**src/rtl/pipe_pkg.sv**
```systemverilog
// pipe_pkg: shared pipeline definitions.
//   - ALU control codes seen by the EX-stage ALU (ALU_*).
//   - ALUOp codes produced by the main decoder (ALUOP_*).
//   - R-type funct codes understood by the ALU (FUNCT_*).
//   - ex_ctl_t: packed EX-stage control bundle and its bubble value.
package pipe_pkg;

  localparam logic [2:0] ALU_AND = 3'b000;
  localparam logic [2:0] ALU_OR  = 3'b001;
  localparam logic [2:0] ALU_ADD = 3'b010;
  localparam logic [2:0] ALU_SRL = 3'b011;
  localparam logic [2:0] ALU_SUB = 3'b110;
  localparam logic [2:0] ALU_SLT = 3'b111;

  localparam logic [1:0] ALUOP_ADD   = 2'b00;
  localparam logic [1:0] ALUOP_SUB   = 2'b01;
  localparam logic [1:0] ALUOP_RTYPE = 2'b10;
  localparam logic [1:0] ALUOP_RSVD  = 2'b11;

  localparam logic [5:0] FUNCT_ADD = 6'b100000;
  localparam logic [5:0] FUNCT_SUB = 6'b100010;
  localparam logic [5:0] FUNCT_AND = 6'b100100;
  localparam logic [5:0] FUNCT_OR  = 6'b100101;
  localparam logic [5:0] FUNCT_SLT = 6'b101010;
  localparam logic [5:0] FUNCT_SRL = 6'b000010;

  typedef struct packed {
    logic valid;
    logic reg_write;
    logic mem_read;
    logic mem_write;
    logic mem_to_reg;
    logic alu_src;
  } ex_ctl_t;

  localparam ex_ctl_t EX_CTL_BUBBLE = '0;

endpackage

```
**src/rtl/id_ex_stage_if.sv**
```systemverilog
// id_ex_stage_if: all non-clock/reset signals of the ID/EX stage.
//   master modport: the upstream side (decode, hazard unit, MEM/WB feedback)
//                   driving ID inputs, Stall/Flush and forwarding sources.
//   slave modport : the ID/EX stage itself, producing the EX-stage outputs.
// Parameters: WIDTH (datapath width), RA_W (register-address width).
interface id_ex_stage_if #(
  parameter int WIDTH = 32,
  parameter int RA_W  = 5
);

  // Hazard control
  logic             Stall;
  logic             Flush;

  // Decoded ID-stage fields
  logic             IdValid;
  logic             IdRegWrite;
  logic             IdMemRead;
  logic             IdMemWrite;
  logic             IdMemToReg;
  logic             IdALUSrc;
  logic             IdRegDst;
  logic [1:0]       IdALUOp;
  logic [5:0]       IdFunct;
  logic [4:0]       IdShamt;
  logic [WIDTH-1:0] IdRsData;
  logic [WIDTH-1:0] IdRtData;
  logic [WIDTH-1:0] IdImm;
  logic [RA_W-1:0]  IdRs;
  logic [RA_W-1:0]  IdRt;
  logic [RA_W-1:0]  IdRd;

  // Forwarding sources from later stages
  logic             MemRegWrite;
  logic             WbRegWrite;
  logic [RA_W-1:0]  MemRd;
  logic [RA_W-1:0]  WbRd;
  logic [WIDTH-1:0] MemResult;
  logic [WIDTH-1:0] WbResult;

  // EX-stage outputs
  logic [2:0]       Ctl;
  logic [4:0]       Shamt;
  logic [WIDTH-1:0] DataA;
  logic [WIDTH-1:0] DataB;
  logic [WIDTH-1:0] ExStoreData;
  logic [RA_W-1:0]  ExWriteReg;
  logic             ExValid;
  logic             ExRegWrite;
  logic             ExMemRead;
  logic             ExMemWrite;
  logic             ExMemToReg;
  logic             ExIllegal;

  modport master (
    output Stall, Flush,
    output IdValid, IdRegWrite, IdMemRead, IdMemWrite, IdMemToReg, IdALUSrc, IdRegDst,
    output IdALUOp, IdFunct, IdShamt, IdRsData, IdRtData, IdImm, IdRs, IdRt, IdRd,
    output MemRegWrite, WbRegWrite, MemRd, WbRd, MemResult, WbResult,
    input  Ctl, Shamt, DataA, DataB, ExStoreData, ExWriteReg,
    input  ExValid, ExRegWrite, ExMemRead, ExMemWrite, ExMemToReg, ExIllegal
  );

  modport slave (
    input  Stall, Flush,
    input  IdValid, IdRegWrite, IdMemRead, IdMemWrite, IdMemToReg, IdALUSrc, IdRegDst,
    input  IdALUOp, IdFunct, IdShamt, IdRsData, IdRtData, IdImm, IdRs, IdRt, IdRd,
    input  MemRegWrite, WbRegWrite, MemRd, WbRd, MemResult, WbResult,
    output Ctl, Shamt, DataA, DataB, ExStoreData, ExWriteReg,
    output ExValid, ExRegWrite, ExMemRead, ExMemWrite, ExMemToReg, ExIllegal
  );

endinterface

```
**src/rtl/alu_ctl_decode.sv**
```systemverilog
// alu_ctl_decode: combinational ALUOp/funct -> 3-bit ALU control.
//   alu_op  in  2  ALUOp from the main decoder
//   funct   in  6  instruction funct field (only meaningful for R-type)
//   ctl     out 3  ALU control code
//   illegal out 1  R-type with a funct the ALU does not implement
// Unsupported R-type functs decode to ADD so the ALU still sees a defined
// operation; the caller uses 'illegal' to squash the instruction's writes.
module alu_ctl_decode
  import pipe_pkg::*;
(
  input  logic [1:0] alu_op,
  input  logic [5:0] funct,
  output logic [2:0] ctl,
  output logic       illegal
);

  always_comb begin
    ctl     = ALU_ADD;
    illegal = 1'b0;
    case (alu_op)
      ALUOP_ADD:  ctl = ALU_ADD;
      ALUOP_SUB:  ctl = ALU_SUB;
      ALUOP_RSVD: ctl = ALU_ADD;
      ALUOP_RTYPE: begin
        case (funct)
          FUNCT_ADD: ctl = ALU_ADD;
          FUNCT_SUB: ctl = ALU_SUB;
          FUNCT_AND: ctl = ALU_AND;
          FUNCT_OR:  ctl = ALU_OR;
          FUNCT_SLT: ctl = ALU_SLT;
          FUNCT_SRL: ctl = ALU_SRL;
          default: begin
            ctl     = ALU_ADD;
            illegal = 1'b1;
          end
        endcase
      end
      default: begin
        ctl     = ALU_ADD;
        illegal = 1'b0;
      end
    endcase
  end

endmodule

```
**src/rtl/id_ex_stage.sv**
```systemverilog
// id_ex_stage: ID/EX pipeline register with ALU-control decode and
// EX-hazard operand forwarding.
//   clk  in  rising-edge clock
//   rst  in  asynchronous active-high reset (loads the bubble state)
//   bus  id_ex_stage_if.slave: ID inputs, Stall/Flush, MEM/WB forwarding
//        sources in; Ctl/Shamt/DataA/DataB/ExStoreData/ExWriteReg and the
//        Ex* controls out.
// Parameters: WIDTH (datapath width), RA_W (register-address width).
// Build option: define ID_EX_FORWARDING_EN to enable MEM/WB forwarding;
// without it the Mem*/Wb* inputs are ignored and operands come straight
// from the pipeline register.
//
// Stall/Flush semantics: there is no valid/ready handshake on this stage.
// Each rising edge either loads a bubble (Flush, which wins over Stall),
// holds every register (Stall), or loads the ID inputs. The forwarding mux
// sits after the register, so it keeps re-evaluating while stalled.
module id_ex_stage
  import pipe_pkg::*;
#(
  parameter int WIDTH = 32,
  parameter int RA_W  = 5
) (
  input logic           clk,
  input logic           rst,
  id_ex_stage_if.slave  bus
);

  // ALU control decode on the ID-side inputs
  logic [2:0] dec_ctl;
  logic       dec_illegal;

  alu_ctl_decode u_alu_ctl_decode (
    .alu_op  (bus.IdALUOp),
    .funct   (bus.IdFunct),
    .ctl     (dec_ctl),
    .illegal (dec_illegal)
  );

  // Incoming control bundle; an illegal R-type must not write anything.
  ex_ctl_t id_ctl;

  always_comb begin
    id_ctl            = EX_CTL_BUBBLE;
    id_ctl.valid      = bus.IdValid;
    id_ctl.reg_write  = bus.IdRegWrite & ~dec_illegal;
    id_ctl.mem_read   = bus.IdMemRead;
    id_ctl.mem_write  = bus.IdMemWrite & ~dec_illegal;
    id_ctl.mem_to_reg = bus.IdMemToReg;
    id_ctl.alu_src    = bus.IdALUSrc;
  end

  // Pipeline registers
  ex_ctl_t          ex_q;
  logic [2:0]       ctl_q;
  logic [4:0]       shamt_q;
  logic [WIDTH-1:0] rs_data_q;
  logic [WIDTH-1:0] rt_data_q;
  logic [WIDTH-1:0] imm_q;
  logic [RA_W-1:0]  rs_q;
  logic [RA_W-1:0]  rt_q;
  logic [RA_W-1:0]  write_reg_q;
  logic             illegal_q;

  always_ff @(posedge clk or posedge rst) begin
    if (rst) begin
      ex_q        <= EX_CTL_BUBBLE;
      ctl_q       <= ALU_ADD;
      shamt_q     <= '0;
      rs_data_q   <= '0;
      rt_data_q   <= '0;
      imm_q       <= '0;
      rs_q        <= '0;
      rt_q        <= '0;
      write_reg_q <= '0;
      illegal_q   <= 1'b0;
    end else if (bus.Flush) begin
      ex_q        <= EX_CTL_BUBBLE;
      ctl_q       <= ALU_ADD;
      shamt_q     <= '0;
      rs_data_q   <= '0;
      rt_data_q   <= '0;
      imm_q       <= '0;
      rs_q        <= '0;
      rt_q        <= '0;
      write_reg_q <= '0;
      illegal_q   <= 1'b0;
    end else if (!bus.Stall) begin
      ex_q        <= id_ctl;
      ctl_q       <= dec_ctl;
      shamt_q     <= bus.IdShamt;
      rs_data_q   <= bus.IdRsData;
      rt_data_q   <= bus.IdRtData;
      imm_q       <= bus.IdImm;
      rs_q        <= bus.IdRs;
      rt_q        <= bus.IdRt;
      write_reg_q <= bus.IdRegDst ? bus.IdRd : bus.IdRt;
      illegal_q   <= dec_illegal;
    end
  end

  // Operand values after forwarding
  logic [WIDTH-1:0] fwd_rs;
  logic [WIDTH-1:0] fwd_rt;

`ifdef ID_EX_FORWARDING_EN
  logic             mem_reg_write;
  logic             wb_reg_write;
  logic [RA_W-1:0]  mem_rd;
  logic [RA_W-1:0]  wb_rd;
  logic [WIDTH-1:0] mem_result;
  logic [WIDTH-1:0] wb_result;

  assign mem_reg_write = bus.MemRegWrite;
  assign wb_reg_write  = bus.WbRegWrite;
  assign mem_rd        = bus.MemRd;
  assign wb_rd         = bus.WbRd;
  assign mem_result    = bus.MemResult;
  assign wb_result     = bus.WbResult;

  // r0 is hard-wired zero, so a "write" to it is never forwarded.
  // MEM is checked last so it overrides WB: it holds the younger result.
  function automatic logic [WIDTH-1:0] fwd(input logic [RA_W-1:0] r,
                                           input logic [WIDTH-1:0] v);
    logic [WIDTH-1:0] res;
    res = v;
    if (wb_reg_write && (wb_rd == r) && (r != '0))
      res = wb_result;
    if (mem_reg_write && (mem_rd == r) && (r != '0))
      res = mem_result;
    return res;
  endfunction

  always_comb begin
    fwd_rs = fwd(rs_q, rs_data_q);
    fwd_rt = fwd(rt_q, rt_data_q);
  end
`else
  // Register numbers and MEM/WB feedback have no consumer in this build.
  logic unused_fwd;

  assign unused_fwd = ^{rs_q, rt_q, bus.MemRegWrite, bus.WbRegWrite,
                        bus.MemRd, bus.WbRd, bus.MemResult, bus.WbResult};

  always_comb begin
    fwd_rs = rs_data_q;
    fwd_rt = rt_data_q;
  end
`endif

  // Outputs. The ALU shifter operates on DataA, so SRL routes rt there.
  assign bus.Ctl         = ctl_q;
  assign bus.Shamt       = shamt_q;
  assign bus.DataA       = (ctl_q == ALU_SRL) ? fwd_rt : fwd_rs;
  assign bus.DataB       = ex_q.alu_src ? imm_q : fwd_rt;
  assign bus.ExStoreData = fwd_rt;
  assign bus.ExWriteReg  = write_reg_q;
  assign bus.ExValid     = ex_q.valid;
  assign bus.ExRegWrite  = ex_q.reg_write;
  assign bus.ExMemRead   = ex_q.mem_read;
  assign bus.ExMemWrite  = ex_q.mem_write;
  assign bus.ExMemToReg  = ex_q.mem_to_reg;
  assign bus.ExIllegal   = illegal_q;

endmodule

```
**src/flat_wrapper.sv**
```systemverilog
// flat-port wrapper written by rule: the top's interface ports become plain ports
module id_ex_stage_flat import pipe_pkg::*;
#(
  parameter int WIDTH = 32,
  parameter int RA_W  = 5
)
  (clk, rst, bus_Stall, bus_Flush, bus_IdValid, bus_IdRegWrite, bus_IdMemRead, bus_IdMemWrite, bus_IdMemToReg, bus_IdALUSrc, bus_IdRegDst, bus_IdALUOp, bus_IdFunct, bus_IdShamt, bus_IdRsData, bus_IdRtData, bus_IdImm, bus_IdRs, bus_IdRt, bus_IdRd, bus_MemRegWrite, bus_WbRegWrite, bus_MemRd, bus_WbRd, bus_MemResult, bus_WbResult, bus_Ctl, bus_Shamt, bus_DataA, bus_DataB, bus_ExStoreData, bus_ExWriteReg, bus_ExValid, bus_ExRegWrite, bus_ExMemRead, bus_ExMemWrite, bus_ExMemToReg, bus_ExIllegal);
  id_ex_stage_if #(.WIDTH(WIDTH), .RA_W(RA_W)) bus_i ();
  input logic clk;
  input logic rst;
  input wire logic [$bits(bus_i.Stall)-1:0] bus_Stall;
  input wire logic [$bits(bus_i.Flush)-1:0] bus_Flush;
  input wire logic [$bits(bus_i.IdValid)-1:0] bus_IdValid;
  input wire logic [$bits(bus_i.IdRegWrite)-1:0] bus_IdRegWrite;
  input wire logic [$bits(bus_i.IdMemRead)-1:0] bus_IdMemRead;
  input wire logic [$bits(bus_i.IdMemWrite)-1:0] bus_IdMemWrite;
  input wire logic [$bits(bus_i.IdMemToReg)-1:0] bus_IdMemToReg;
  input wire logic [$bits(bus_i.IdALUSrc)-1:0] bus_IdALUSrc;
  input wire logic [$bits(bus_i.IdRegDst)-1:0] bus_IdRegDst;
  input wire logic [$bits(bus_i.IdALUOp)-1:0] bus_IdALUOp;
  input wire logic [$bits(bus_i.IdFunct)-1:0] bus_IdFunct;
  input wire logic [$bits(bus_i.IdShamt)-1:0] bus_IdShamt;
  input wire logic [$bits(bus_i.IdRsData)-1:0] bus_IdRsData;
  input wire logic [$bits(bus_i.IdRtData)-1:0] bus_IdRtData;
  input wire logic [$bits(bus_i.IdImm)-1:0] bus_IdImm;
  input wire logic [$bits(bus_i.IdRs)-1:0] bus_IdRs;
  input wire logic [$bits(bus_i.IdRt)-1:0] bus_IdRt;
  input wire logic [$bits(bus_i.IdRd)-1:0] bus_IdRd;
  input wire logic [$bits(bus_i.MemRegWrite)-1:0] bus_MemRegWrite;
  input wire logic [$bits(bus_i.WbRegWrite)-1:0] bus_WbRegWrite;
  input wire logic [$bits(bus_i.MemRd)-1:0] bus_MemRd;
  input wire logic [$bits(bus_i.WbRd)-1:0] bus_WbRd;
  input wire logic [$bits(bus_i.MemResult)-1:0] bus_MemResult;
  input wire logic [$bits(bus_i.WbResult)-1:0] bus_WbResult;
  output wire logic [$bits(bus_i.Ctl)-1:0] bus_Ctl;
  output wire logic [$bits(bus_i.Shamt)-1:0] bus_Shamt;
  output wire logic [$bits(bus_i.DataA)-1:0] bus_DataA;
  output wire logic [$bits(bus_i.DataB)-1:0] bus_DataB;
  output wire logic [$bits(bus_i.ExStoreData)-1:0] bus_ExStoreData;
  output wire logic [$bits(bus_i.ExWriteReg)-1:0] bus_ExWriteReg;
  output wire logic [$bits(bus_i.ExValid)-1:0] bus_ExValid;
  output wire logic [$bits(bus_i.ExRegWrite)-1:0] bus_ExRegWrite;
  output wire logic [$bits(bus_i.ExMemRead)-1:0] bus_ExMemRead;
  output wire logic [$bits(bus_i.ExMemWrite)-1:0] bus_ExMemWrite;
  output wire logic [$bits(bus_i.ExMemToReg)-1:0] bus_ExMemToReg;
  output wire logic [$bits(bus_i.ExIllegal)-1:0] bus_ExIllegal;
  assign bus_i.Stall = bus_Stall;
  assign bus_i.Flush = bus_Flush;
  assign bus_i.IdValid = bus_IdValid;
  assign bus_i.IdRegWrite = bus_IdRegWrite;
  assign bus_i.IdMemRead = bus_IdMemRead;
  assign bus_i.IdMemWrite = bus_IdMemWrite;
  assign bus_i.IdMemToReg = bus_IdMemToReg;
  assign bus_i.IdALUSrc = bus_IdALUSrc;
  assign bus_i.IdRegDst = bus_IdRegDst;
  assign bus_i.IdALUOp = bus_IdALUOp;
  assign bus_i.IdFunct = bus_IdFunct;
  assign bus_i.IdShamt = bus_IdShamt;
  assign bus_i.IdRsData = bus_IdRsData;
  assign bus_i.IdRtData = bus_IdRtData;
  assign bus_i.IdImm = bus_IdImm;
  assign bus_i.IdRs = bus_IdRs;
  assign bus_i.IdRt = bus_IdRt;
  assign bus_i.IdRd = bus_IdRd;
  assign bus_i.MemRegWrite = bus_MemRegWrite;
  assign bus_i.WbRegWrite = bus_WbRegWrite;
  assign bus_i.MemRd = bus_MemRd;
  assign bus_i.WbRd = bus_WbRd;
  assign bus_i.MemResult = bus_MemResult;
  assign bus_i.WbResult = bus_WbResult;
  assign bus_Ctl = bus_i.Ctl;
  assign bus_Shamt = bus_i.Shamt;
  assign bus_DataA = bus_i.DataA;
  assign bus_DataB = bus_i.DataB;
  assign bus_ExStoreData = bus_i.ExStoreData;
  assign bus_ExWriteReg = bus_i.ExWriteReg;
  assign bus_ExValid = bus_i.ExValid;
  assign bus_ExRegWrite = bus_i.ExRegWrite;
  assign bus_ExMemRead = bus_i.ExMemRead;
  assign bus_ExMemWrite = bus_i.ExMemWrite;
  assign bus_ExMemToReg = bus_i.ExMemToReg;
  assign bus_ExIllegal = bus_i.ExIllegal;
  id_ex_stage #(.WIDTH(WIDTH), .RA_W(RA_W)) u_core (.clk(clk), .rst(rst), .bus(bus_i));
endmodule
```
**config.mk**
```make
export PLATFORM = sky130hd
export DESIGN_NAME = id_ex_stage_flat
export DESIGN_NICKNAME = d
export VERILOG_FILES = /design/src/rtl/pipe_pkg.sv /design/src/rtl/id_ex_stage_if.sv /design/src/rtl/alu_ctl_decode.sv /design/src/rtl/id_ex_stage.sv /design/src/flat_wrapper.sv
export SDC_FILE = /design/constraint.sdc
export NUM_CORES = 1
export LEC_CHECK = 0
export CAP_MARGIN = 40
export CELL_PAD_IN_SITES_DETAIL_PLACEMENT = 1
export CELL_PAD_IN_SITES_GLOBAL_PLACEMENT = 1
export CORE_ASPECT_RATIO = 1.25
export CORE_MARGIN = 2
export CORE_UTILIZATION = 25
export CTS_CLUSTER_DIAMETER = 40
export DETAILED_ROUTE_END_ITERATION = 10
export PLACE_DENSITY = 0.76
export SLEW_MARGIN = 10
export SYNTH_ARGS = -nofsm -noshare
export SYNTH_HDL_FRONTEND = slang
export SYNTH_SLANG_ARGS = --single-unit
```
**constraint.sdc**
```tcl
create_clock -name clk -period 6.1 [get_ports clk]
set_clock_uncertainty 0.2 [all_clocks]
set_input_delay 1.83 -clock clk [delete_from_list [all_inputs] [get_ports clk]]
set_output_delay 1.83 -clock clk [all_outputs]
set_load 0.03 [all_outputs]
```
==> Word-level counts from Yosys, hierarchy flattened <==
Cells that the tools add are included.
{ "word_totals": {"ff_bits": 116, "inputBits": 211, "output_inout_bits": 115, "word_cells": 53} }
{ "op_classes": {"n_eq_ne": 11, "muxes": 23, "bitwise": 3, "n_reduce_logical": 3} }
{ "ops": {"columns": ["operator", "n"], "rows": [
  ["32-bit 2-to-1 mux", 8],
  ["6-bit equality test, second input constant", 5],
  ["5-bit 2-to-1 mux", 5],
  ["3-bit one-hot mux with 5 select lines", 1],
  ["6-bit 2-to-1 mux", 2],
  ["3-bit one-hot mux with 3 select lines", 1],
  ["6-bit by 2-bit equality test with 1-bit output, second input constant", 1],
  ["3-bit 2-to-1 mux", 2],
  ["6-bit OR reduction", 1],
  ["2-bit equality test, second input constant", 2],
  ["1-bit 2-to-1 mux", 4],
  ["3-bit by 2-bit equality test with 1-bit output, second input constant", 1],
  ["1-bit AND", 2],
  ["2-bit by 1-bit equality test with 1-bit output, second input constant", 1],
  ["2-bit zero test", 1],
  ["2-bit by 1-bit != test with 1-bit output, second input constant", 1],
  ["2-bit OR reduction", 1],
  ["1-bit NOT", 1]
]} }

==> Longest topological paths before layout <==
Gate-level depths: netlist (run 1).
{ "logic_depth": {"word_depth": 8, "depth_mapped": 5, "ltp_nobuf": 5} }

==> Cells and area by module <==
Synthesis (run 1) repeated with hierarchy kept, for this count alone.
{ "unflattened": {"hier_cells": 475, "hier_area_um2": 5815.6} }
{ "modules_own_cells": {"columns": ["module", "n_inst", "cells_each", "area_each_um2", "seq_area_each_um2"], "rows": [
  ["id_ex_stage", 1, 456, 5674.2, 2904.0],
  ["alu_ctl_decode", 1, 19, 141.4, 0.0]
]} }

==> Worst setup path before layout (run 1) <==
No wires, ideal clock.
{ "synth_timing": {"path_kind": "register to output", "start": "register u_core.ctl_q[2], in the netlist u_core.bus.Ctl[2]", "end": "output port bus_DataA[10]", "arrival_time_ps": 1381, "t_required_ps": 4070, "setup_slack_ps": 2689, "path_stages_with_launch": 4, "n_path_buf": 1, "cell_sequence": "dfrtp_1 nand3b_1 buf_2 mux2_2"} }
{ "synth_between": {"elab_chain_cells": 2} }
{ "synth_rtl": {"columns": ["item", "line", "text"], "rows": [
  ["from (decl)", "id_ex_stage.sv:54", "logic [2:0] ctl_q;"],
  ["from (signal assigned)", "id_ex_stage.sv:89", "ctl_q <= dec_ctl;"],
  ["3-bit by 2-bit equality test with 1-bit output", "id_ex_stage.sv:153", "assign bus.DataA = (ctl_q == ALU_SRL) ? fwd_rt : fwd_rs;"],
  ["32-bit 2-to-1 mux", "id_ex_stage.sv:153", null],
  ["to (decl)", "flat_wrapper.sv:37", "output wire logic [$bits(bus_i.DataA)-1:0] bus_DataA;"]
]} }
No other way between the ends.

==> Final worst setup path (run 1) <==
{ "layout_timing": {"start": "register u_core.ctl_q[0], in the netlist u_core.bus.Ctl[0]", "end": "output port bus_DataA[7]"} }
Same word-level chain as after synthesis.

==> impl_metrics.py, run 1 <==
metrics = {
    "clock_network": {
        "cts_buffers": 17,
        "clk_path_buf_depth": 2,
        "cts_tree": "done",
        "post_cts_buffers": 0,
        "clk_pin_slew_ns": 0.06,
        "clk_latency_ns": 0.41,
        "root_buffer": "clkbuf_16",
        "cts_sinks": 116,
        "htree_levels": 4,
        "cts_resized": 0,
        "hold_buffers": 0,
    },
    "cells_and_area": {
        "fill_cells": 2426,
        "syn_to_final_growth_pct": 58.5,
        "antennaDiodeCount": 0,
        "drive_above_1_share": 0.147,
        "final_nets": 927,
    },
    "grt": {
        "antenna_found_initial": 1,
        "track_usage": 0.151,
        "grt_pass1_wl_microns": 27100,
        "grt_max_degree": 79,
        "grt_pass1_vias": 4835,
        "overflow": 0,
    },
    "synthesis": {
        "synthCells": 480,
        "yosysWarnings": 0,
        "async_flop_share": 1.00,
        "yosysMostFrequentCell": "nor2_1",
        "synthFlopType": "dfrtp_1",
        "synth.area.top_cells": "dfrtp_1, mux2i_1, mux2_2",
        "yosys-top-cells-count": "nor2_1, dfrtp_1, mux2i_1",
        "yosys.area.top_type_share": 0.514,
        "synth_fp_nets": 693,
        "synth-seq-cells": 116,
        "syn-cell-area_sq_um": 5600,
        "ys_types": 29,
        "yosysTopAreaCell": "dfrtp_1",
        "yosysSeqAreaShare": 0.519,
        "synth_edf_count": 0,
        "avgSynthCellArea_sq_um": 11.7,
    },
    "min_path": {
        "hold_path_class": "reg -> reg",
    },
    "timing": {
        "timing.slew.headroom": 0.414,
        "drv_slew": 0,
        "hold_viol": 0,
        "worst_pin_slew_ns": 0.878,
        "fmax_mhz": 225,
        "fin_crit_ns": 4.45,
        "finalSetupTns_ns": 0,
        "setup_viol": 0,
        "rsz0062_at_grt": "no",
        "fin_crit_sh": 0.730,
    },
    "placed_design": {
        "portBuffers": 244,
        "finalWeightedCongestion": 0.740,
        "dp_hpwl_microns": 12300,
    },
    "detailed_routing": {
        "drt-total-wl_microns": 17800,
        "antenna_left": 0,
        "first_iter_violations": 110,
        "drc_errors": 0,
        "firstDrtPassIters": 4,
        "vias": 4515,
        "viasPerCell": 4.47,
        "routedWlPerCell_microns": 17.7,
    },
    "critical_path": {
        "cp-start-kind": "register",
        "cp-end-kind": "output port",
        "arrival_ns": 2.42,
        "cp_max_fo": 32,
        "required_ns": 4.07,
        "path_class": "reg -> out",
    },
    "power": {
        "power_mw": 2.25,
        "powerDensity_nw_per_um2": 253,
        "vdd_drop_max_v": 0.000171,
        "power.leakage_nw": 4.05,
    },
    "die": {
        "start_util": 0.253,
        "ios": 326,
        "core_area_sq_um": 22100,
        "fp.dieW_microns": 138,
        "rows": 61,
        "fp.dieH_microns": 171,
        "dieArea_sq_um": 23600,
    },
    "job": {
        "maxCapViolCount": 0,
    },
    "outcome": {
        "status": "completed",
    },
}
critical path: stages, from the launching register on:
cell	delay, ns
dfrtp_1	0.40
nand3b_1	0.09
buf_4	0.48
mux2_2	0.40
clkdlybuf4s50_1	0.63
report_power, final:
group	internal [mW]	leakage, nW	switching, mW
Sequential	0.813	1.54	0.0324
Clock	0.594	0.265	0.359
Combinational	0.225	2.25	0.223
final timing paths:
check | startpoint | to | slack [ns] | cells after the start
max | u_core.bus.Ctl[0] | bus_DataA[7] | 1.65 | 4
min | u_core.bus.ExIllegal | u_core.bus.ExIllegal | 0.28 | 2
max reg2reg | u_core.ex_q[0] | u_core.ex_q[0] | 4.87 | 2
min reg2reg | u_core.bus.ExIllegal | u_core.bus.ExIllegal | 0.28 | 2
max in group asynchronous | rst | u_core.imm_q[3] | 3.14 | 3
min in group asynchronous | rst | u_core.fwd_rs[12] | 1.68 | 2
logic make-up (layout without fill, tap and decap cells):
family | count (synthesis) | count (layout) | share of synthesized area
compound gates | 15 | 15 | 0.0201
xor+xnor | 1 | 1 | 0.00157
fa+ha+maj | 2 | 2 | 0.00447
buf+inv | 39 | 285 | 0.0304
flops | 116 | 116 | 0.519
mux | 174 | 174 | 0.326
simple gates | 133 | 133 | 0.0988
final cells by class:
type | instances | area [sq um] | area share
clock inverter | 11 | 113 | 0.0127
sequential | 116 | 2910 | 0.328
timing repair buffer | 250 | 2520 | 0.284
clock buffer | 20 | 437 | 0.0493
tap | 283 | 354 | 0.0399
inverter | 4 | 17.5 | 0.00198
multi-input combinational | 325 | 2520 | 0.284
routing by layer:
metal	track usage	vias up	share of wire
li1	-	2119	-
met1	0.172	2249	0.40
met2	0.267	127	0.52
met3	0.0442	18	0.060
met4	0.0519	2	0.018
met5	0	-	0.00051
registers in the layout, indices dropped and copies added, names as in the netlist:
name,count
u_core.bus.Ctl,3
u_core.bus.ExIllegal,1
u_core.bus.ExMemRead,1
u_core.bus.ExMemToReg,1
u_core.bus.ExMemWrite,1
u_core.bus.ExRegWrite,1
u_core.bus.ExStoreData,32
u_core.bus.ExValid,1
u_core.bus.ExWriteReg,5
u_core.bus.Shamt,5
u_core.ex_q,1
u_core.fwd_rs,32
u_core.imm_q,32
through the flow:
| stage | util | std cells | setup slack (ns) | hold WS (ns) | area [sq um] |
|---|---|---|---|---|---|
| global route | 0.401 | 1009 | 1.53 | 0.317 | 8870 |
| finish | 0.401 | 1009 | 1.65 | 0.280 | 8870 |
| global placement | 0.375 | 977 | 1.97 | 0.261 | 8290 |
| floorplan | - | 480 | 0.999 | 0.284 | 5600 |
| detailed placement | 0.376 | 978 | 2.04 | 0.271 | 8320 |
| CTS | 0.401 | 1009 | 1.59 | 0.284 | 8870 |
layout by cell type (no fill, tap or decap), drive strengths merged, types with 6 or more instances in the layout:
cell type        n
a21oi            6
buf              8
clkbuf          20
clkdlybuf4s50  242
clkinv           6
dfrtp          115
mux2            64
mux2i          110
nor2           116
Power figures use the tool's default switching activity.
==> run 2: changes to the inputs <==
==> constraint.sdc (replaced) <==
create_clock -name clk -period 4.23 [get_ports clk]
set_clock_uncertainty 0.2 [all_clocks]
set_input_delay 1.269 -clock clk [delete_from_list [all_inputs] [get_ports clk]]
set_output_delay 1.269 -clock clk [all_outputs]
set_load 0.03 [all_outputs]
==> run 2 against run 1 <==
  * Die area unchanged
  * Worst setup slack lost 1.2 ns
  * Combinational power rose by 45%
  * Core utilization increased by 0.31 points
  * Worst hold slack improved by 0.0031 ns
  * Clock power is 48% higher
  * Register-to-register slack got worse by 2.1 ns
  * Cell count rose by 0.30%
  * Final area up 0.78%
  * Global-route usage grew 0.21 points
  * Sequential power up 44%
  * Critical path type unchanged
  * Highest routed layer is now met4
==> impl_metrics.py, run 2 (synthesis gave the netlist of run 1 again) <==
metrics = {
    "job": {
        "maxCapViolCount": 0,
    },
    "clock_network": {
        "cts_buffers": 17,
        "cts_resized": 0,
        "clk_latency_ns": 0.41,
        "post_cts_buffers": 0,
        "clk_path_buf_depth": 2,
        "root_buffer": "clkbuf_16",
        "hold_buffers": 0,
        "cts_sinks": 116,
        "cts_tree": "done",
        "clk_pin_slew_ns": 0.05,
        "htree_levels": 4,
    },
    "placed_design": {
        "finalWeightedCongestion": 0.714,
        "dp_hpwl_microns": 12600,
        "dp_slack_ns": 0.810,
        "portBuffers": 244,
    },
    "power": {
        "power_mw": 3.28,
        "powerDensity_nw_per_um2": 367,
        "power.leakage_nw": 4.07,
        "vdd_drop_max_v": 0.000274,
    },
    "die": {
        "fp.dieH_microns": 171,
        "dieArea_sq_um": 23600,
        "core_area_sq_um": 22100,
        "ios": 326,
        "fp.dieW_microns": 138,
        "rows": 61,
        "start_util": 0.253,
    },
    "grt": {
        "grt_pass1_vias": 4891,
        "antenna_found_initial": 1,
        "grt_pass1_wl_microns": 27500,
        "track_usage": 0.153,
        "grt_max_degree": 67,
        "overflow": 0,
    },
    "timing": {
        "fin_crit_sh": 0.901,
        "fin_crit_ns": 3.81,
        "fmax_mhz": 262,
        "setup_viol": 0,
        "timing.slew.headroom": 0.486,
        "hold_viol": 0,
        "setup_ws_ns": 0.418,
        "worst_pin_slew_ns": 0.771,
        "drv_slew": 0,
        "finalSetupTns_ns": 0,
        "rsz0062_at_grt": "no",
    },
    "min_path": {
        "hold_path_class": "reg -> reg",
    },
    "detailed_routing": {
        "vias": 4541,
        "drt-total-wl_microns": 18000,
        "routedWlPerCell_microns": 17.7,
        "firstDrtPassIters": 4,
        "viasPerCell": 4.49,
        "antenna_left": 0,
        "first_iter_violations": 144,
        "drc_errors": 0,
    },
    "critical_path": {
        "cp_cell_sequence": "buf_12 -> mux2_2 -> clkdlybuf4s50_1",
        "cp-end-kind": "output port",
        "cp_top_family": "buffers and inverters",
        "critical_path_buf_inv_count": 2,
        "slowest_stage": "dfrtp_2",
        "path_class": "reg -> out",
        "cp-start-kind": "register",
        "cp_max_fo": 18,
        "required_ns": 2.76,
        "arrival_ns": 2.34,
        "critPathMaxStageDelay_ns": 0.70,
    },
    "cells_and_area": {
        "final_common_cell": "clkdlybuf4s50_1",
        "layout.cells.most_common_list": "clkdlybuf4s50_1, nor2_1, dfrtp_1, mux2i_1, mux2_2",
        "fill_cells": 2379,
        "drive_above_1_share": 0.150,
        "final_util": 0.404,
        "syn_to_final_growth_pct": 59.7,
        "final_nets": 929,
    },
    "outcome": {
        "status": "completed",
    },
}
==> run 2: cell type report <==
| cell class | count | area [sq um] | area share |
|---|---|---|---|
| repair buffers | 252 | 2560 | 0.287 |
| well taps | 283 | 354 | 0.0396 |
| diodes | 1 | 2.50 | 0.000280 |
| flip-flops and latches | 116 | 2910 | 0.325 |
| clock buffers | 22 | 464 | 0.0520 |
| inverters | 4 | 18.8 | 0.00210 |
| multi-input cells | 325 | 2520 | 0.282 |
| clock inverters | 9 | 105 | 0.0118 |
==> run 2: worst register-to-register path: stages (launching register included) <==
cell and delay, ns:
dfrtp_2 0.70, buf_12 0.26, mux2i_1 0.10, nor2_1 0.11
==> run 2: routing by layer <==
layer | global-route usage | part of all wire | up-vias
met5 | 0 | 0 | -
met4 | 0.0577 | 0.025 | 0
met3 | 0.0460 | 0.062 | 22
met2 | 0.263 | 0.51 | 146
met1 | 0.178 | 0.40 | 2253
li1 | - | - | 2120
==> run 2: power breakdown <==
group          switching [mW]  internal (mW)  total [mW]
sequential             0.0472           1.17        1.22
clock                   0.522          0.890        1.41
combinational           0.323          0.327       0.650
==> run 2: through the flow <==
| step | cells | cell area [sq um] | hold slack [ns] |
|---|---|---|---|
| 2_1_floorplan | 480 | 5600 | 0.284 |
| 3_3_place_gp | 980 | 8360 | 0.265 |
| 5_1_grt | 1012 | 8930 | 0.324 |
| 4_1_cts | 1011 | 8930 | 0.292 |
| 6_report | 1012 | 8930 | 0.283 |
| 3_5_place_dp | 980 | 8360 | 0.281 |
==> run 2: worst paths after layout <==
kind	startpoint	endpoint	slack [ns]	cells past startpoint
min	u_core.bus.ExIllegal	u_core.bus.ExIllegal	0.28	2
max reg2reg	u_core.ex_q[0]	u_core.ex_q[0]	2.81	3
max	u_core.ex_q[0]	bus_DataB[11]	0.42	3
min reg2reg	u_core.bus.ExIllegal	u_core.bus.ExIllegal	0.28	2
min in group asynchronous	rst	u_core.fwd_rs[18]	1.13	2
max in group asynchronous	rst	u_core.bus.Ctl[1]	1.98	3
